### src/rtl/cpu_pkg.sv
`default_nettype none
// +------------------------------------------------------------------------+
// | cpu_pkg                                                                |
// | Shared types and constants for the ARM-subset pipeline front end.      |
// | Rev 1.0                                                                |
// +------------------------------------------------------------------------+
package cpu_pkg;

    localparam int unsigned INST_W         = 32;
    localparam int unsigned PC_READ_OFFSET = 8;
    localparam int unsigned INST_BYTES     = 4;

    typedef enum logic [1:0] {
        RESET    = 2'd0,
        RUN      = 2'd1,
        STALL    = 2'd2,
        REDIRECT = 2'd3
    } fetch_state_t;

endpackage
`default_nettype wire

### src/rtl/fetch_r_if.sv
`default_nettype none
// +------------------------------------------------------------------------+
// | fetch_r_if                                                             |
// | Instruction-memory bus between the fetch stage and a 1-cycle imem.     |
// | Rev 1.0                                                                |
// +------------------------------------------------------------------------+
interface fetch_r_if
    import cpu_pkg::*;
#(
    parameter int ADDR_W = 32
) ();

    logic [ADDR_W-1:0] imem_addr_o;
    logic              imem_rd_en_o;
    logic [INST_W-1:0] imem_data_i;

    modport master (
        output imem_addr_o,
        output imem_rd_en_o,
        input  imem_data_i
    );

    modport slave (
        input  imem_addr_o,
        input  imem_rd_en_o,
        output imem_data_i
    );

endinterface
`default_nettype wire

### src/rtl/fetch_hold_buf.sv
`default_nettype none
// +------------------------------------------------------------------------+
// | fetch_hold_buf                                                         |
// | Single-entry skid register holding a fetched word across a stall.      |
// | Rev 1.0                                                                |
// +------------------------------------------------------------------------+
module fetch_hold_buf
    import cpu_pkg::*;
#(
    parameter int ADDR_W = 32
) (
    input  wire                clk,
    input  wire                reset,
    input  wire                capture_i,
    input  wire                consume_i,
    input  wire                clear_i,
    input  wire [INST_W-1:0]   inst_i,
    input  wire [ADDR_W-1:0]   pc_i,
    output logic               valid_o,
    output logic [INST_W-1:0]  inst_o,
    output logic [ADDR_W-1:0]  pc_o
);

    logic              valid_q, valid_d;
    logic [INST_W-1:0] inst_q, inst_d;
    logic [ADDR_W-1:0] pc_q, pc_d;

    // Clear (branch) outranks capture, which outranks consume.
    always_comb begin
        valid_d = valid_q;
        inst_d  = inst_q;
        pc_d    = pc_q;
        if (clear_i) begin
            valid_d = 1'b0;
        end else if (capture_i) begin
            valid_d = 1'b1;
            inst_d  = inst_i;
            pc_d    = pc_i;
        end else if (consume_i) begin
            valid_d = 1'b0;
        end
    end

    always_ff @(posedge clk) begin
        if (reset) begin
            valid_q <= 1'b0;
            inst_q  <= '0;
            pc_q    <= '0;
        end else begin
            valid_q <= valid_d;
            inst_q  <= inst_d;
            pc_q    <= pc_d;
        end
    end

    assign valid_o = valid_q;
    assign inst_o  = inst_q;
    assign pc_o    = pc_q;

endmodule
`default_nettype wire

### src/rtl/fetch_r.sv
`default_nettype none
// +------------------------------------------------------------------------+
// | fetch_r                                                                |
// | Instruction-fetch stage: owns the PC, drives imem, feeds decode.       |
// | Optional perf counters under macro FETCH_PERF_CNT_EN.                  |
// | Rev 1.0                                                                |
// +------------------------------------------------------------------------+
module fetch_r
    import cpu_pkg::*;
#(
    parameter int                ADDR_W       = 32,
    parameter logic [ADDR_W-1:0] RESET_VECTOR = '0
) (
    input  wire                clk,
    input  wire                reset,
    fetch_r_if.master          imem,
    input  wire                stall_i,
    input  wire                branch_i,
    input  wire [ADDR_W-1:0]   branch_target_i,
    output logic               valid_o,
    output logic [INST_W-1:0]  inst_o,
    output logic [ADDR_W-1:0]  pc_o,
    output logic               flush_o,
    output logic [31:0]        fetch_cnt_o,
    output logic [31:0]        bubble_cnt_o
);

    localparam logic [ADDR_W-1:0] c_inst_step  = ADDR_W'(INST_BYTES);
    localparam logic [ADDR_W-1:0] c_pc_offset  = ADDR_W'(PC_READ_OFFSET);
    localparam logic [ADDR_W-1:0] c_align_mask = {{(ADDR_W-2){1'b1}}, 2'b00};

    fetch_state_t      state_q, state_d;
    logic [ADDR_W-1:0] pc_q, pc_d;
    logic [ADDR_W-1:0] req_pc_q, req_pc_d;
    logic              req_valid_q, req_valid_d;

    logic              w_issue;
    logic              w_take_branch;
    logic              w_hold_capture;
    logic              w_hold_valid;
    logic [INST_W-1:0] w_hold_inst;
    logic [ADDR_W-1:0] w_hold_pc;

    always_ff @(posedge clk) begin
        if (reset) begin
            state_q <= RESET;
        end else begin
            state_q <= state_d;
        end
    end

    always_comb begin
        state_d = state_q;
        case (state_q)
            RESET:      state_d = RUN;
            RUN, STALL: begin
                if (branch_i)     state_d = REDIRECT;
                else if (stall_i) state_d = STALL;
                else              state_d = RUN;
            end
            REDIRECT:   state_d = branch_i ? REDIRECT : RUN;
            default:    state_d = RESET;
        endcase
    end

    // A redirect cycle always issues at the target: its output is a bubble, so stall is moot.
    always_comb begin
        w_issue       = 1'b0;
        w_take_branch = 1'b0;
        case (state_q)
            RUN, STALL: begin
                w_take_branch = branch_i;
                w_issue       = !branch_i && !stall_i;
            end
            REDIRECT: begin
                w_take_branch = branch_i;
                w_issue       = !branch_i;
            end
            default: begin
                w_issue       = 1'b0;
                w_take_branch = 1'b0;
            end
        endcase
    end

    assign imem.imem_addr_o  = pc_q;
    assign imem.imem_rd_en_o = w_issue;

    always_comb begin
        pc_d        = pc_q;
        req_pc_d    = req_pc_q;
        req_valid_d = req_valid_q;
        if (w_take_branch) begin
            pc_d        = branch_target_i & c_align_mask;
            req_valid_d = 1'b0;
        end else if (w_issue) begin
            pc_d        = pc_q + c_inst_step;
            req_pc_d    = pc_q;
            req_valid_d = 1'b1;
        end
    end

    always_ff @(posedge clk) begin
        if (reset) begin
            pc_q        <= RESET_VECTOR;
            req_pc_q    <= '0;
            req_valid_q <= 1'b0;
        end else begin
            pc_q        <= pc_d;
            req_pc_q    <= req_pc_d;
            req_valid_q <= req_valid_d;
        end
    end

    // The word on imem_data_i is only there for this cycle; park it the first cycle decode refuses it.
    assign w_hold_capture = stall_i && req_valid_q && !w_hold_valid && !w_take_branch;

    fetch_hold_buf #(
        .ADDR_W (ADDR_W)
    ) u_hold (
        .clk       (clk),
        .reset     (reset),
        .capture_i (w_hold_capture),
        .consume_i (!stall_i),
        .clear_i   (w_take_branch),
        .inst_i    (imem.imem_data_i),
        .pc_i      (req_pc_q),
        .valid_o   (w_hold_valid),
        .inst_o    (w_hold_inst),
        .pc_o      (w_hold_pc)
    );

    assign inst_o  = w_hold_valid ? w_hold_inst : imem.imem_data_i;
    assign pc_o    = (w_hold_valid ? w_hold_pc : req_pc_q) + c_pc_offset;
    assign valid_o = (w_hold_valid || req_valid_q) && !branch_i;
    assign flush_o = branch_i;

`ifdef FETCH_PERF_CNT_EN
    logic [31:0] fetch_cnt_q, fetch_cnt_d;
    logic [31:0] bubble_cnt_q, bubble_cnt_d;

    always_comb begin
        fetch_cnt_d  = fetch_cnt_q;
        bubble_cnt_d = bubble_cnt_q;
        if (valid_o && !stall_i && (fetch_cnt_q != 32'hFFFF_FFFF)) begin
            fetch_cnt_d = fetch_cnt_q + 32'd1;
        end
        if (!valid_o && (state_q != RESET) && (bubble_cnt_q != 32'hFFFF_FFFF)) begin
            bubble_cnt_d = bubble_cnt_q + 32'd1;
        end
    end

    always_ff @(posedge clk) begin
        if (reset) begin
            fetch_cnt_q  <= '0;
            bubble_cnt_q <= '0;
        end else begin
            fetch_cnt_q  <= fetch_cnt_d;
            bubble_cnt_q <= bubble_cnt_d;
        end
    end

    assign fetch_cnt_o  = fetch_cnt_q;
    assign bubble_cnt_o = bubble_cnt_q;
`else
    assign fetch_cnt_o  = '0;
    assign bubble_cnt_o = '0;
`endif

endmodule
`default_nettype wire

### src/flat_wrapper.sv
// flat-port wrapper written by rule: the top's interface ports become plain ports
module fetch_r_flat import cpu_pkg::*;
#(
    parameter int                ADDR_W       = 32,
    parameter logic [ADDR_W-1:0] RESET_VECTOR = '0
)
  (clk, reset, stall_i, branch_i, branch_target_i, valid_o, inst_o, pc_o, flush_o, fetch_cnt_o, bubble_cnt_o, imem_imem_addr_o, imem_imem_rd_en_o, imem_imem_data_i);
  fetch_r_if #(.ADDR_W(ADDR_W)) imem_i ();
  input  wire clk;
  input  wire reset;
  input  wire stall_i;
  input  wire branch_i;
  input  wire [ADDR_W-1:0] branch_target_i;
  output logic valid_o;
  output logic [INST_W-1:0] inst_o;
  output logic [ADDR_W-1:0] pc_o;
  output logic flush_o;
  output logic [31:0] fetch_cnt_o;
  output logic [31:0] bubble_cnt_o;
  output wire logic [$bits(imem_i.imem_addr_o)-1:0] imem_imem_addr_o;
  output wire logic [$bits(imem_i.imem_rd_en_o)-1:0] imem_imem_rd_en_o;
  input wire logic [$bits(imem_i.imem_data_i)-1:0] imem_imem_data_i;
  assign imem_imem_addr_o = imem_i.imem_addr_o;
  assign imem_imem_rd_en_o = imem_i.imem_rd_en_o;
  assign imem_i.imem_data_i = imem_imem_data_i;
  fetch_r #(.ADDR_W(ADDR_W), .RESET_VECTOR(RESET_VECTOR)) u_core (.clk(clk), .reset(reset), .imem(imem_i), .stall_i(stall_i), .branch_i(branch_i), .branch_target_i(branch_target_i), .valid_o(valid_o), .inst_o(inst_o), .pc_o(pc_o), .flush_o(flush_o), .fetch_cnt_o(fetch_cnt_o), .bubble_cnt_o(bubble_cnt_o));
endmodule
### config.mk
export PLATFORM = sky130hd
export DESIGN_NAME = fetch_r_flat
export DESIGN_NICKNAME = d
export VERILOG_FILES = /design/src/rtl/cpu_pkg.sv /design/src/rtl/fetch_r_if.sv /design/src/rtl/fetch_hold_buf.sv /design/src/rtl/fetch_r.sv /design/src/flat_wrapper.sv
export SDC_FILE = /design/constraint.sdc
export NUM_CORES = 1
export LEC_CHECK = 0
export ABC_AREA = 1
export CORE_UTILIZATION = 44
export DETAILED_ROUTE_END_ITERATION = 10
export PLACE_DENSITY_LB_ADDON = 0.2
export SKIP_LAST_GASP = 1
export SYNTH_ARGS = -nofsm -noshare
export SYNTH_HDL_FRONTEND = slang
export SYNTH_SLANG_ARGS = --single-unit
### constraint.sdc
create_clock -name clk -period 1.9 [get_ports clk]
set_input_delay 0.19 -clock clk [delete_from_list [all_inputs] [get_ports clk]]
set_output_delay 0.19 -clock clk [all_outputs]
set_load 0.01 [all_outputs]
==> results of run 1 <==
## cell type report
cell class / count / area [µm²]
fill: 1435 / 5266
multi-input combinational: 984 / 5167
timing repair buffer: 342 / 3118
sequential: 126 / 2526
clock buffer: 22 / 484.2
inverter: 111 / 431.7
tap: 225 / 281.5
clock inverter: 10 / 135.1
timing repair inverter: 1 / 6.256
## cells by family (layout without fill, tap and decap cells)
family,Yosys count,count (layout),synth area share
other,1,68,0.0004749
adders and majority gates,4,4,0.006338
DFF,126,126,0.3194
and+or+nand+nor,681,681,0.3522
buffers and inverters,239,486,0.1554
xor gates and xnor gates,19,19,0.02107
AOI/OAI and AO/OA,212,212,0.1450
## flip-flops by register name (all words and copies together), names as in the netlist
| name | count |
|---|---|
| u_core.u_hold.inst_o | 32 |
| u_core.state_q | 2 |
| u_core.req_valid_q | 1 |
| u_core.imem.imem_addr_o | 30 |
| u_core.u_hold.valid_o | 1 |
| u_core.req_pc_q | 30 |
| u_core.u_hold.pc_o | 30 |
## power groups by stage
stage | Combinational (mW) | Clock [mW] | Sequential, mW
detailed placement | 1.28 | 0 | 2.91
CTS | 1.29 | 3.44 | 2.85
global route | 1.50 | 3.58 | 2.87
finish | 1.38 | 3.41 | 2.86
floorplan | 0.692 | 0 | 2.90
global placement | 1.26 | 0 | 2.91
## tightest hold or removal path: stages
cell             delay (ps)
clkdlybuf4s50_1         390
nand2_1                  70
a31oi_1                  70
## layer usage
metal	up-vias	routed length, µm	track usage	share of wire
met1	4093	11650	0.3695	0.44
met2	372	12790	0.4255	0.48
li1	4525	-	-	-
met4	0	609	0.07037	0.023
met5	-	0	0	0
met3	53	1635	0.04698	0.061
## cell usage in the layout (no fill, tap or decap), drive strengths merged
cell,netlist,routed
a22oi,2,2
buf,87,238
a211oi,11,11
nor2,234,234
a21oi,46,46
or2,1,1
nand3b,13,13
clkbuf,41,26
nor3,5,5
bufinv,0,3
clkinvlp,0,4
conb,1,68
a31oi,2,2
dfxtp,126,126
o21ai,148,148
dlygate4sd2,0,2
dlymetal6s2s,0,2
ha,4,4
o211ai,3,3
nand4,13,13
nor4,2,2
nand3,42,42
inv,108,110
nor3b,1,1
nand2,370,370
xor2,19,19
clkdlybuf4s50,0,96
clkinv,3,5
## final timing paths
kind                                 to              startpoint
min reg2reg      u_core.u_hold.pc_o[19]  u_core.u_hold.pc_o[19]
min          u_core.imem.imem_addr_o[9]      branch_target_i[9]
max                            pc_o[16]   u_core.u_hold.valid_o
max reg2reg    u_core.u_hold.inst_o[30]   u_core.u_hold.valid_o
## through the flow
step                        util  hold slack, ps  cells  cell area (µm²)  setup WS [ps]
final                     0.6976           368.8   1821            12150         -489.7
after CTS                 0.6596           353.9   1796            11490         -476.6
after global placement    0.5927           452.1   1739            10320         -486.8
after detailed placement  0.5927           461.9   1739            10320         -512.8
after global routing      0.6976           375.1   1821            12150         -615.4
after floorplan                -           331.6   1349             8173          28.90
## repair_timing
item	CTS	global route
pin swaps	46	77
setup buffers	21	25
gates cloned	5	2
resized for setup	310	227
endpoints found under the setup margin	64	113
hold endpoints to repair	0	0
==> results.md, run 1 <==
* Die Area at 0.01849 mm²
* Clk_lat worst skew at 420 ps
* CTS sink cnt at 126
* Routed WL at 26680 µm
* Crit-path slowest cell: dfxtp_4
* Final Worst Setup Slack at -489.7 ps
* Top-count cell post-synth: nand2_1
* Cell repeated most along the worst path: nand2_1
* Mapped Area at 0.007896 mm²
* Worst clock skew at 10.28 ps
* VDD IR-drop max at 0.6596 mV
* Failing checks: negative setup slack
* Die Y at 136.0 µm
* Syn. warnings at 0
* Yosys cell types at 38
* Peak Freq at 418.5 MHz
* Hold Crit Depth at 3
* Worst setup EP type: output port
* Deepest clock path buffer count at 2
* Post-synth EDFFs at 0
* Mean Syn Cell Area at 6.159 µm²
* Largest net degree at the start of global routing at 89
* Initial antenna violation count at 0
* Arr. time, crit path at 2200 ps
* Final Hold Violating Endpoints at 0
* Seq cells post-synth at 126
* Die width at 136.0 µm
* Placer Congestion at 0.9143
* R2r setup slk at 100 ps
* Max stage delay on crit path at 390 ps
* Post-synth top flop: dfxtp_1
* Core Box Area at 0.01742 mm²
* First-pass GRT wire length at 39140 µm
* RSZ-0062 raised after global routing: yes
* Clock power frac at 0.446
* Asr flop ratio synth at 0
* Final Max Tran Viols at 0
* GRT Total Usage at 0.2671
* Final period util at 1.258
* Share of the synthesized area in the top cell type at 0.3194
* Top post-synthesis cells by area: dfxtp_1, nand2_1, nor2_1
* Layout area overhead at 53.87%
* Clk Tree Root Cell: clkbuf_16
* Cells after Synth at 1282
* Setup Viol. Count Final at 60
* NetSw at 2.060 mW
* Lkg Pwr at 5.427 nW
* Switching part of the total at 0.2694
* Commonest cells post-synth: nand2_1, nor2_1, o21ai_0
* First-pass DRT Iterations at 7
* Via Count at 9043
* CP top delay family: simple AND/OR/NAND/NOR gates
* Sequential element share of the synthesized area at 0.3194
* Outcome: finished, violations left
* GRT overflow at 0
* Fin Setup TNS at -14900 ps
* Startpoint types: register
* Sequential share of power at 0.374
* Total power at 7.649 mW
* Nets@finish at 1655
* Mean routed wirelength per cell at 14.65 µm
* TritonCTS buffer count at 17
* CTS HTree Levels at 4
* DRT antenna net count at 0
* Max-cap viol count at 0
* CTS tree: yes
* Critical setup path kind: register to output port
* Crit path required time at 1710 ps
* Hold Crit Class: primary input to register
* Starting Density at 0.4534
* Ant diodes at 0
* Critical-path cell list: buf_6 > buf_8 > nand2_1 > o21ai_1 > nor2_1 > nand2_1 > nor2_2 > nand2_1 > xor2_1 > buf_2
* Register-to-Register Path Depth at 8
* Port buffer count at 160
* Num ports at 231
* Critical Path Stages at 10
* HPWL Detailed at 17230 µm
* Clock Pin Slew Worst Setup and Hold Paths at 60 ps
* Comb power frac at 0.180
* Vias in the first global route at 7847
* Cell-internal power at 5.589 mW
* Vias per std cell at 4.966
* Share of cells above drive strength 1 at 0.2870
* DRC viols at 0
* # hold bufs at CTS at 0
* Pwr per Cell Area at 629.6 mW/mm²
* Crit path time final at 2390 ps
* DRT iter0 DRCs at 618
* Core Rows at 48
* Cell taking the most area after synthesis: dfxtp_1
* Max FO, Critical Path at 8
* Buf+Inv Stages, Crit Path at 3
(Power assumes the default switching activity.)
==> inputs of run 2 (changes only) <==
--- a/config.mk
+++ b/config.mk
@@ -6,6 +6,7 @@
 export NUM_CORES = 1
 export LEC_CHECK = 0
 export ABC_AREA = 1
+export CORE_ASPECT_RATIO = 2
 export CORE_UTILIZATION = 44
 export DETAILED_ROUTE_END_ITERATION = 10
 export PLACE_DENSITY_LB_ADDON = 0.2
==> results.md, run 2 (synthesis gave the netlist of run 1 again) <==
* Die width at 96.73 µm
* R2r setup slk at 110 ps
* Crit-path slowest cell: dfxtp_4
* Layout area overhead at 55.28%
* Max FO, Critical Path at 8
* Max-cap viol count at 0
* Critical path destination: pc_o[25]
* Mean routed wirelength per cell at 15.46 µm
* Max stage delay on crit path at 420 ps
* Peak Freq at 410.0 MHz
* Critical Path Stages at 12
* Crit path from: u_core.u_hold.valid_o
* Arr. time, crit path at 2250 ps
* Placed cell area at 0.01055 mm²
* Crit path time final at 2439 ps
* First-pass DRT Iterations at 5
* Routed WL at 28070 µm
* Startpoint types: register
* Num ports at 231
* Outcome: finished, violations left
* Ant diodes at 0
* Clock Pin Slew Worst Setup and Hold Paths at 60 ps
* Initial antenna violation count at 0
* Fin Setup TNS at -10020 ps
* Core Rows at 69
* Port buffer count at 160
* Leading cell type in the layout, fill and taps excluded: nand2_1
* Via Count at 9202
* Buf+Inv Stages, Crit Path at 4
* Register-to-Register Path Depth at 13
* Core Box Area at 0.01770 mm²
* Vias in the first global route at 8314
* CTS tree: yes
* GRT Total Usage at 0.2756
* Worst clock skew at 11.42 ps
* Die Y at 191.5 µm
* DRT iter0 DRCs at 434
* Final Max Tran Viols at 0
* Nets@finish at 1662
* Cell repeated most along the worst path: nand2_1
* HPWL Detailed at 19470 µm
* DRC viols at 0
* RSZ-0062 raised after global routing: yes
* Clk_lat worst skew at 420 ps
* Critical-path cell list: clkinv_8 > buf_16 > nand2_1 > o21ai_1 > nor2_1 > nand2_1 > nor2_2 > buf_4 > nand3_1 > nand2_1 > nand2_1 > buf_2
* First-pass GRT wire length at 40490 µm
* Pwr per Cell Area at 647.2 mW/mm²
* Share of cells above drive strength 1 at 0.2647
* Lkg Pwr at 5.573 nW
* Critical setup path kind: register to output port
* Failing checks: negative setup slack
* Setup Viol. Count Final at 27
* GRT overflow at 0
* Most frequent cells in the layout: nand2_1, nor2_1, buf_4
* Worst setup EP type: output port
* Post-route cell area at 0.01226 mm²
* CP top delay family: simple AND/OR/NAND/NOR gates
* Worst r2r src: u_core.state_q[0]
* CTS sink cnt at 126
* Final period util at 1.284
* Crit path required time at 1710 ps
* Pre-CTS setup slack at -532.9 ps
* Deepest clock path buffer count at 2
* Final Hold Violating Endpoints at 0
* VDD IR-drop max at 0.5514 mV
* Hold Crit Class: primary input to register
* TritonCTS buffer count at 17
* Vias per std cell at 5.070
* Clk Tree Root Cell: clkbuf_16
* Largest net degree at the start of global routing at 60
* Largest register FFs at 32
* Die Area at 0.01852 mm²
* Total power at 7.936 mW
* Final Core Density at 0.6928
* DRT antenna net count at 0
* Placer Congestion at 0.9474
* Reg-to-reg endpoint: u_core.imem.imem_addr_o[25]
* Final Worst Setup Slack at -538.8 ps
* CTS HTree Levels at 4
* Starting Density at 0.4462
-- run 2: changes by cell type in the layout (fill, tap and decap cells not counted), sizes merged --
| cell | previous run | this run |
|---|---|---|
| clkinvlp | 4 | 3 |
| clkbuf | 26 | 38 |
| buf | 238 | 209 |
| bufinv | 3 | 6 |
| clkdlybuf4s50 | 96 | 97 |
| dlymetal6s2s | 2 | 24 |
| inv | 110 | 108 |
| clkdlybuf4s15 | 0 | 1 |
| dlygate4sd2 | 2 | 1 |
-- run 2: repair_timing --
| item | CTS | global route |
|---|---|---|
| hold buffers | 0 | 0 |
| resized for setup | 176 | 222 |
| gates cloned | 3 | 4 |
| buffers inserted | 10 | 18 |
| pin swaps | 27 | 72 |
| endpoints found under the setup margin | 64 | 102 |
-- run 2: worst register-to-register path: stages (launching register included) --
cell and delay [ps]:
dfxtp_2 330, inv_1 60, ha_4 260, nand2_2 50
nand2_1 70, nand2_2 60, buf_4 160, buf_4 160
buf_12 150, nor2_2 140, nand3_1 90, nand2_1 70
nor2_1 40, nor2_1 70
-- run 2: where the power goes --
part	total [mW]	leakage, nW	switching [mW]	internal, mW
sequential	2.86	1.02	0.107	2.75
clock	3.68	0.316	1.19	2.48
combinational	1.40	4.23	0.732	0.669
-- run 2: how the worst min path moves through the flow --
stage | startpoint | to | slack [ps] | depth (start not counted)
floorplan | stall_i | u_core.u_hold.valid_o | 330 | 2
global placement | u_core.u_hold.pc_o[19] | u_core.u_hold.pc_o[19] | 450 | 2
detailed placement | u_core.u_hold.pc_o[19] | u_core.u_hold.pc_o[19] | 460 | 2
CTS | branch_target_i[9] | u_core.imem.imem_addr_o[9] | 360 | 3
global route | branch_target_i[9] | u_core.imem.imem_addr_o[9] | 390 | 3
finish | branch_target_i[9] | u_core.imem.imem_addr_o[9] | 370 | 3
-- run 2: layout make-up --
type | count | area [µm²]
clock inverter | 11 | 214.0
inverter | 111 | 436.7
multi-input combinational | 984 | 5091
timing repair buffer | 350 | 3278
clock buffer | 20 | 446.7
fill | 1491 | 5436
tap | 213 | 266.5
sequential | 126 | 2529
-- run 2: routing by layer --
layer	up-vias	GRT usage	share of wire
met3	125	0.03547	0.044
met4	0	0.1952	0.072
met2	377	0.5311	0.54
met5	-	0	0
li1	4516	-	-
met1	4184	0.2652	0.34
-- run 2: through the flow --
stage               instances  hold slack [ps]
floorplan                1349            331.6
global placement         1752            451.9
detailed placement       1752            461.3
CTS                      1796            357.4
global route             1815            386.4
finish                   1815            365.6
